File: src/rtl/ref_window_fetch.sv
// ref_window_fetch: reads a 15x15 edge-clamped reference window (8x8 block, 3 pixels before
//   and 4 after on each axis) from byte-wide pixel memory, then serves one packed row per row_idx.
// Latency: start -> done = 226 cycles (225 reads, 1 drain). row_data is combinational from the window.
// Backpressure: none. start is ignored while busy. The memory must return data one cycle after mem_rd.
// Ports: clk/rst (async, active-high); start, blk_x, blk_y (fetch request, coordinates latched on
//   accept); mem_rd, mem_addr, mem_rdata (pixel memory); busy, done, win_valid (status);
//   row_idx, row_data (row read port; pixel c in bits [8c+7:8c]; row 15 reads as zero).
// Build option PINGPONG_EN: double-buffered window. The fetch fills the back bank, row_data reads
//   the front bank, and the banks swap on done.
module ref_window_fetch #(
  parameter int PIC_W  = 64,
  parameter int PIC_H  = 64,
  parameter int ADDR_W = 12,
  parameter int CRD_W  = 8
) (
  input  logic              clk,
  input  logic              rst,
  input  logic              start,
  input  logic [CRD_W-1:0]  blk_x,
  input  logic [CRD_W-1:0]  blk_y,
  output logic              mem_rd,
  output logic [ADDR_W-1:0] mem_addr,
  input  logic [7:0]        mem_rdata,
  output logic              busy,
  output logic              done,
  output logic              win_valid,
  input  logic [3:0]        row_idx,
  output logic [119:0]      row_data
);
  localparam int WIN = 15;
  localparam int SW  = CRD_W + 2;
`ifdef PINGPONG_EN
  localparam int NROW = 2 * WIN;
`else
  localparam int NROW = WIN;
`endif
  localparam int IW = $clog2(NROW);
  localparam logic signed [SW-1:0] PAD  = SW'(3);
  localparam logic signed [SW-1:0] XMAX = SW'(PIC_W - 1);
  localparam logic signed [SW-1:0] YMAX = SW'(PIC_H - 1);

  typedef enum logic [1:0] {IDLE, FETCH, DRAIN, READY} state_t;

  state_t            state_q, state_d;
  logic [CRD_W-1:0]  bx_q, by_q, bx_d, by_d;
  logic [3:0]        r_q, c_q, r_d, c_d;
  logic [3:0]        cap_r_q, cap_c_q;
  logic              mem_rd_q, mem_rd_d;
  logic [ADDR_W-1:0] mem_addr_q, mem_addr_d;
  logic              done_q, done_d;
  logic              win_valid_q, win_valid_d;
`ifdef PINGPONG_EN
  logic              front_q, front_d;
`endif
  logic [119:0]      win_q [NROW];

  logic signed [SW-1:0] xs, ys;
  logic [SW-1:0]        xa, ya;
  logic [ADDR_W-1:0]    issue_addr;
  logic [IW-1:0]        wr_row, rd_row;

  // Window coordinate of the next issue. Signed arithmetic two bits wider than the
  // block coordinates, so blk-3 never wraps and large blk+11 never overflows.
  always_comb begin
    xs = $signed({2'b00, bx_q}) - PAD + $signed({{(SW-4){1'b0}}, c_q});
    ys = $signed({2'b00, by_q}) - PAD + $signed({{(SW-4){1'b0}}, r_q});
    if (xs[SW-1])     xa = '0;
    else if (xs > XMAX) xa = XMAX;
    else              xa = xs;
    if (ys[SW-1])     ya = '0;
    else if (ys > YMAX) ya = YMAX;
    else              ya = ys;
    issue_addr = ADDR_W'(ya) * ADDR_W'(PIC_W) + ADDR_W'(xa);
  end

`ifdef PINGPONG_EN
  assign wr_row = IW'(cap_r_q) + (front_q ? IW'(0) : IW'(WIN));
  assign rd_row = IW'(row_idx) + (front_q ? IW'(WIN) : IW'(0));
`else
  assign wr_row = IW'(cap_r_q);
  assign rd_row = IW'(row_idx);
`endif

  always_comb begin
    state_d     = state_q;
    bx_d        = bx_q;
    by_d        = by_q;
    r_d         = r_q;
    c_d         = c_q;
    mem_rd_d    = 1'b0;
    mem_addr_d  = mem_addr_q;
    done_d      = 1'b0;
    win_valid_d = win_valid_q;
`ifdef PINGPONG_EN
    front_d     = front_q;
`endif
    case (state_q)
      IDLE, READY: begin
        if (start) begin
          state_d = FETCH;
          bx_d    = blk_x;
          by_d    = blk_y;
          r_d     = '0;
          c_d     = '0;
`ifndef PINGPONG_EN
          // Single bank is overwritten in place, so its contents stop being a window.
          win_valid_d = 1'b0;
`endif
        end
      end
      FETCH: begin
        mem_rd_d   = 1'b1;
        mem_addr_d = issue_addr;
        if (c_q == 4'd14) begin
          c_d = '0;
          if (r_q == 4'd14) begin
            r_d     = '0;
            state_d = DRAIN;
          end else begin
            r_d = r_q + 4'd1;
          end
        end else begin
          c_d = c_q + 4'd1;
        end
      end
      DRAIN: begin
        // Last byte lands this edge; the window is complete.
        state_d     = READY;
        done_d      = 1'b1;
        win_valid_d = 1'b1;
`ifdef PINGPONG_EN
        front_d     = ~front_q;
`endif
      end
      default: state_d = IDLE;
    endcase
  end

  always_ff @(posedge clk or posedge rst) begin
    if (rst) begin
      state_q     <= IDLE;
      bx_q        <= '0;
      by_q        <= '0;
      r_q         <= '0;
      c_q         <= '0;
      cap_r_q     <= '0;
      cap_c_q     <= '0;
      mem_rd_q    <= 1'b0;
      mem_addr_q  <= '0;
      done_q      <= 1'b0;
      win_valid_q <= 1'b0;
`ifdef PINGPONG_EN
      front_q     <= 1'b0;
`endif
      for (int i = 0; i < NROW; i++) win_q[i] <= '0;
    end else begin
      state_q     <= state_d;
      bx_q        <= bx_d;
      by_q        <= by_d;
      r_q         <= r_d;
      c_q         <= c_d;
      // Remember the position of the read in flight; its data arrives next cycle.
      cap_r_q     <= r_q;
      cap_c_q     <= c_q;
      mem_rd_q    <= mem_rd_d;
      mem_addr_q  <= mem_addr_d;
      done_q      <= done_d;
      win_valid_q <= win_valid_d;
`ifdef PINGPONG_EN
      front_q     <= front_d;
`endif
      if (mem_rd_q) win_q[wr_row][{cap_c_q, 3'b000} +: 8] <= mem_rdata;
    end
  end

  always_comb begin
    row_data = '0;
    if (row_idx != 4'd15) row_data = win_q[rd_row];
  end

  assign mem_rd    = mem_rd_q;
  assign mem_addr  = mem_addr_q;
  assign busy      = (state_q == FETCH) || (state_q == DRAIN);
  assign done      = done_q;
  assign win_valid = win_valid_q;

endmodule

File: config.mk
export PLATFORM = sky130hd
export DESIGN_NAME = ref_window_fetch
export DESIGN_NICKNAME = d
export VERILOG_FILES = /design/src/rtl/ref_window_fetch.sv
export SDC_FILE = /design/constraint.sdc
export NUM_CORES = 2
export LEC_CHECK = 0
export BUFFER_PORTS_ARGS = -buffer_cell sky130_fd_sc_hd__buf_2
export CAP_MARGIN = 0
export CORE_MARGIN = 2
export CORE_UTILIZATION = 62
export CTS_BUF_LIST = sky130_fd_sc_hd__clkbuf_4 sky130_fd_sc_hd__clkbuf_8
export CTS_CLUSTER_SIZE = 40
export DETAILED_ROUTE_END_ITERATION = 10
export PLACE_DENSITY = 0.79
export SETUP_SLACK_MARGIN = 0.15
export SYNTH_ARGS = -nofsm -noshare
export SYNTH_HDL_FRONTEND = slang
export SYNTH_SLANG_ARGS = --single-unit
File: constraint.sdc
create_clock -name clk -period 156.8 [get_ports clk]
set_input_delay 15.68 -clock clk [delete_from_list [all_inputs] [get_ports clk]]
set_output_delay 15.68 -clock clk [all_outputs]
set_load 0.02 [all_outputs]
# Word level (Yosys, flattened, before mapping)
# Cells that the tools add are included.
dict set report classes {
  eq_ne 9
  magnitude_cmp 5
  n_reduce_logical 11
  muxes 25
  bitwise 2
  shift 2
  add_sub_neg 8
}
# operator n
set ops {}
lappend ops {{$bwmux 1800} 1}
lappend ops {{$bmux 120 s4} 1}
lappend ops {{$demux 120 s4} 1}
lappend ops {{$mux 120} 4}
lappend ops {{$shift 8x9->120 const A} 1}
lappend ops {{$shiftx 8x9->120} 1}
lappend ops {{$add 9x5->10} 2}
lappend ops {{$gt 10x7->1 const B} 2}
lappend ops {{$mux 9} 2}
lappend ops {{$sub 8x2->9 const B} 2}
lappend ops {{$mux 4} 4}
lappend ops {{$pmux 4 s2} 2}
lappend ops {{$add 12x10->12} 1}
lappend ops {{$mux 6} 2}
lappend ops {{$ge 5x5->1 const B} 2}
lappend ops {{$not 4->5} 2}
lappend ops {{$neg 7->9} 1}
lappend ops {{$add 4x1->4 const B} 2}
lappend ops {{$eq 4x4->1 const B} 2}
lappend ops {{$mux 2} 3}
lappend ops {{$ne 2x2->1 const B} 3}
lappend ops {{$pmux 2 s3} 1}
lappend ops {{$reduce_and 2->1} 3}
lappend ops {{$reduce_and 3->1} 2}
lappend ops {{11 further kinds} 15}
dict set report word_totals {
  output_inout_bits 136
  wordCells 88
  input_bits 31
  ff_bits 1849
}

# Longest topological paths before layout
dict set report depth {
  depth_word 6
  ltp_mapped 18
  ltp_nobuf 18
}

# Least setup slack after synthesis
# No wires, ideal clock.
dict set report synth_path {
  path_kind {in2out}
  start {input row_idx[1]}
  end {output row_data[10]}
  required_ps 141120
  path_stages 8
  setup_slack_ps 123461
  t_arrival_ps 17659
  path_buffers 4
  cell_sequence {clkbuf_1 -> clkbuf_1 -> buf_1 -> clkbuf_1 -> mux2i_1 -> o211ai_1 -> o21ai_0 -> o22ai_1}
}
dict set report synth_between {
  elab_chain_cells 5
  word_cells_on_any_way 6
  cone_classes {1 x eq/ne; 4 x mux; 1 x bitwise}
}
# item line
set synth_rtl {}
lappend synth_rtl {{from (decl)} 27} ;# input logic [3:0] row_idx,
lappend synth_rtl {{$not 4->5 (implied by the code)} 178} ;# if (row_idx != 4'd15) row_data = win_q[rd_row];
lappend synth_rtl {{$bmux 120 s4} 178}
lappend synth_rtl {{$mux 120 (implied by the code) (2 in series)} 178}
lappend synth_rtl {{$mux 120 (*)} 178}
lappend synth_rtl {{to (decl)} 28} ;# output logic [119:0] row_data
# Mark *: on every way between the ends. The rest lies on a longest branch, timed or not. The select of a mux whose other input is x is not followed.

# Final worst setup path
dict set report layout_path {
  start {input row_idx[0]}
  end {output row_data[94]}
}
# Same word-level chain as after synthesis.

==> flow_summary.ini <==
[critical_path]
r2r_slack_ns = 152.74
arrival_ns = 21.00
rr_startpoint = cap_c_q[0]
crit_slowest_cell = buf_4
cp-endpoint = row_data[94]
crit_path_end_kind = output pin
critical_path_required_ns = 141.12
critPathKind = in2out
worstPathMaxFanout = 59
worstSetupStartpointType = input port
cp_slowest_stage_delay_ns = 0.77
r2r_cells = 7
setup.worst_path.start = row_idx[0]
crit_top_cell = buf_4
worst_r2r_endpoint = win_q[317]
path_cells = buf_8 > buf_4 > buf_4 > buf_4 > buf_4 > buf_4 > mux4_2 > mux4_2 > buf_2

[global_route]
grt-ovfl-total = 0
gr-usage-all-layers = 0.308
grt_pass1_vias = 54513
grt_pass1_wl_um = 329000
grt_max_degree = 196
grt_antenna_before_repair = 10

[synth]
yosysWarnings = 0
syn_inst = 5822
synth_ff_type = dfrtp_1
synth.area.top_cells = dfrtp_1 55%, mux2_2 16%, mux4_2 10%, mux2_1 6.7%, mux2i_1 2.6%
synth_commonest_cells = 1849 x dfrtp_1, 1199 x mux2_2, 500 x mux2_1
synth_top_area_cell = dfrtp_1
synth.distinct_cells = 62
yosysSeqAreaShare = 0.548
synth_area_per_cell_um2 = 14.5
synth-seq-cells = 1849
synth.most_common_cell = dfrtp_1
async_flop_share = 1.00
synth_top_cell_area_share = 0.548
netlist_area_mm2 = 0.0844
synth-edff-count = 0

[place]
portBuffers = 166
routabilityCongestion = 0.814
pre_cts_slack_ns = 119.97
hpwl_um = 129000

[floorplanning]
rows = 135
start_util = 0.624
core_region_area_mm2 = 0.135
die_h_um = 373
num_io_pins = 167
die_x_um = 373
dieArea_mm2 = 0.139

[cts]
cts_resized = 0
htree_levels = 5
cts_buffers = 314
clk_path_buf_depth = 4
hold_buffers = 0
cts_tree = done
clk_pin_slew_worst_paths_ns = 0.05
cts.sinks = 1849
post_cts_buffers = 0
clockRootBuffer = clkbuf_8
clk_latency_ns = 0.99

[power]
max-vdd-ir-drop_v = 0.0000127
p_leak_nw = 43.2
p_per_area_mw_per_mm2 = 11.7
total_power_mw = 1.09

[timing]
fin_ws_ns = 120.12
fin_tns_setup_ns = 0
hold_slack_ns = 0.477
hold_viol_final = 0
period_needed_ns = 36.68
slew_headroom = 0.0620
setup_viol = 0
max_freq_mhz = 27.3
worst_pin_slew_ns = 1.40
slew_viol_final = 0
finClkSkew_ns = 0.0641
min_period_over_period = 0.234
rsz0062_at_grt = false

[final_layout]
drive_gt1_frac = 0.391
fillers = 9158
seqCellArea_mm2 = 0.0463
finalNetCount = 6035
areaGrowthSynthToFinish_pct = 10.4
post-route-util = 0.689
multi_input_area_mm2 = 0.0366

[drt]
dr.pass1.iters = 5
wl_um = 211000
wire_per_inst_um = 26.5
route.detailed.drc = 0
via_per_inst = 6.50
drtIter0Drc = 4428
routed-via-count = 51826
antenna_left = 0

[min_path]
hold_path_depth = 1
hp-class = reg2reg

[status]
status = complete, no violations

[flow_run]
drv_cap = 0
## sequential cells by signal, indices dropped and copies added, names as in the netlist
register / cells
win_q: 1800
cap_c_q: 4
r_q: 4
win_valid: 1
c_q: 4
bx_q: 8
done: 1
mem_rd: 1
mem_addr: 12
state_q: 2
by_q: 8
cap_r_q: 4
## layout by cell type (no fill, tap or decap), types with 16 or more instances in the layout
cell,netlist,final
a21oi_1,19,19
and3_1,16,16
buf_2,13,154
buf_4,0,85
clkbuf_4,0,106
clkbuf_8,0,393
dfrtp_1,1849,1849
ha_1,23,23
inv_1,25,24
mux2_1,500,500
mux2_2,1199,1199
mux2i_1,217,217
mux4_2,388,388
nand2_1,380,379
nand3_1,21,21
nor2_1,170,154
nor2_2,30,45
o211ai_1,92,92
o21ai_0,171,171
o21ai_1,90,90
o22ai_1,94,94
## metal layers
| layer | GRT usage | wire [um] |
|---|---|---|
| met5 | 0 | 92 |
| met4 | 0.119 | 6990 |
| met3 | 0.0647 | 14500 |
| met2 | 0.480 | 100000 |
| met1 | 0.430 | 89200 |
## report_power, final
| part | total, mW | internal, mW | switching, mW |
|---|---|---|---|
| registers | 0.513 | 0.497 | 0.0159 |
| clock network | 0.443 | 0.253 | 0.190 |
| logic | 0.138 | 0.0507 | 0.0870 |
| total | 1.09 | 0.801 | 0.292 |
## area by class of cell
cell class                 count  share of cell area
antenna                        6            0.000161
clock buffer                 499              0.0666
clock inverter                20             0.00197
inverter                      26             0.00113
multi-input combinational   3537               0.392
sequential                  1849               0.497
tap                         1781              0.0239
timing repair buffer         250              0.0172
## logic make-up (layout without fill, tap and decap cells)
| logic type | after synthesis | in the layout | synth area share |
|---|---|---|---|
| AOI/OAI and AO/OA | 511 | 511 | 0.0364 |
| xor gates and xnor gates | 24 | 24 | 0.00249 |
| adders and majority gates | 26 | 26 | 0.00412 |
| buffers and inverters | 438 | 795 | 0.0197 |
| DFF | 1849 | 1849 | 0.548 |
| muxes | 2304 | 2304 | 0.356 |
| other | 2 | 10 | 0.0000890 |
| and+or+nand+nor | 668 | 668 | 0.0330 |
## worst min-delay path by stage
stage / startpoint / end / slack, ns
6_report: win_q[1051] / win_q[1051] / 0.48
5_1_grt: win_q[916] / win_q[916] / 0.49
4_1_cts: win_q[1049] / win_q[1049] / 0.48
3_5_place_dp: win_q[1049] / win_q[1049] / 0.47
3_3_place_gp: win_q[783] / win_q[783] / 0.46
2_1_floorplan: c_q[3] / cap_c_q[3] / 0.41
## critical path, delay by kind of cell
kind | cells | cell delay, ns
buffers and inverters | 7 | 4.03
muxes | 2 | 1.08
## per-stage QoR
stage	area, um^2	instances
after global routing	93200	7965
after detailed placement	86700	7442
after floorplan	84400	5824
after CTS	93100	7961
final	93200	7968
after global placement	86700	7442
Note: power is estimated with default switching activity, not from simulation.
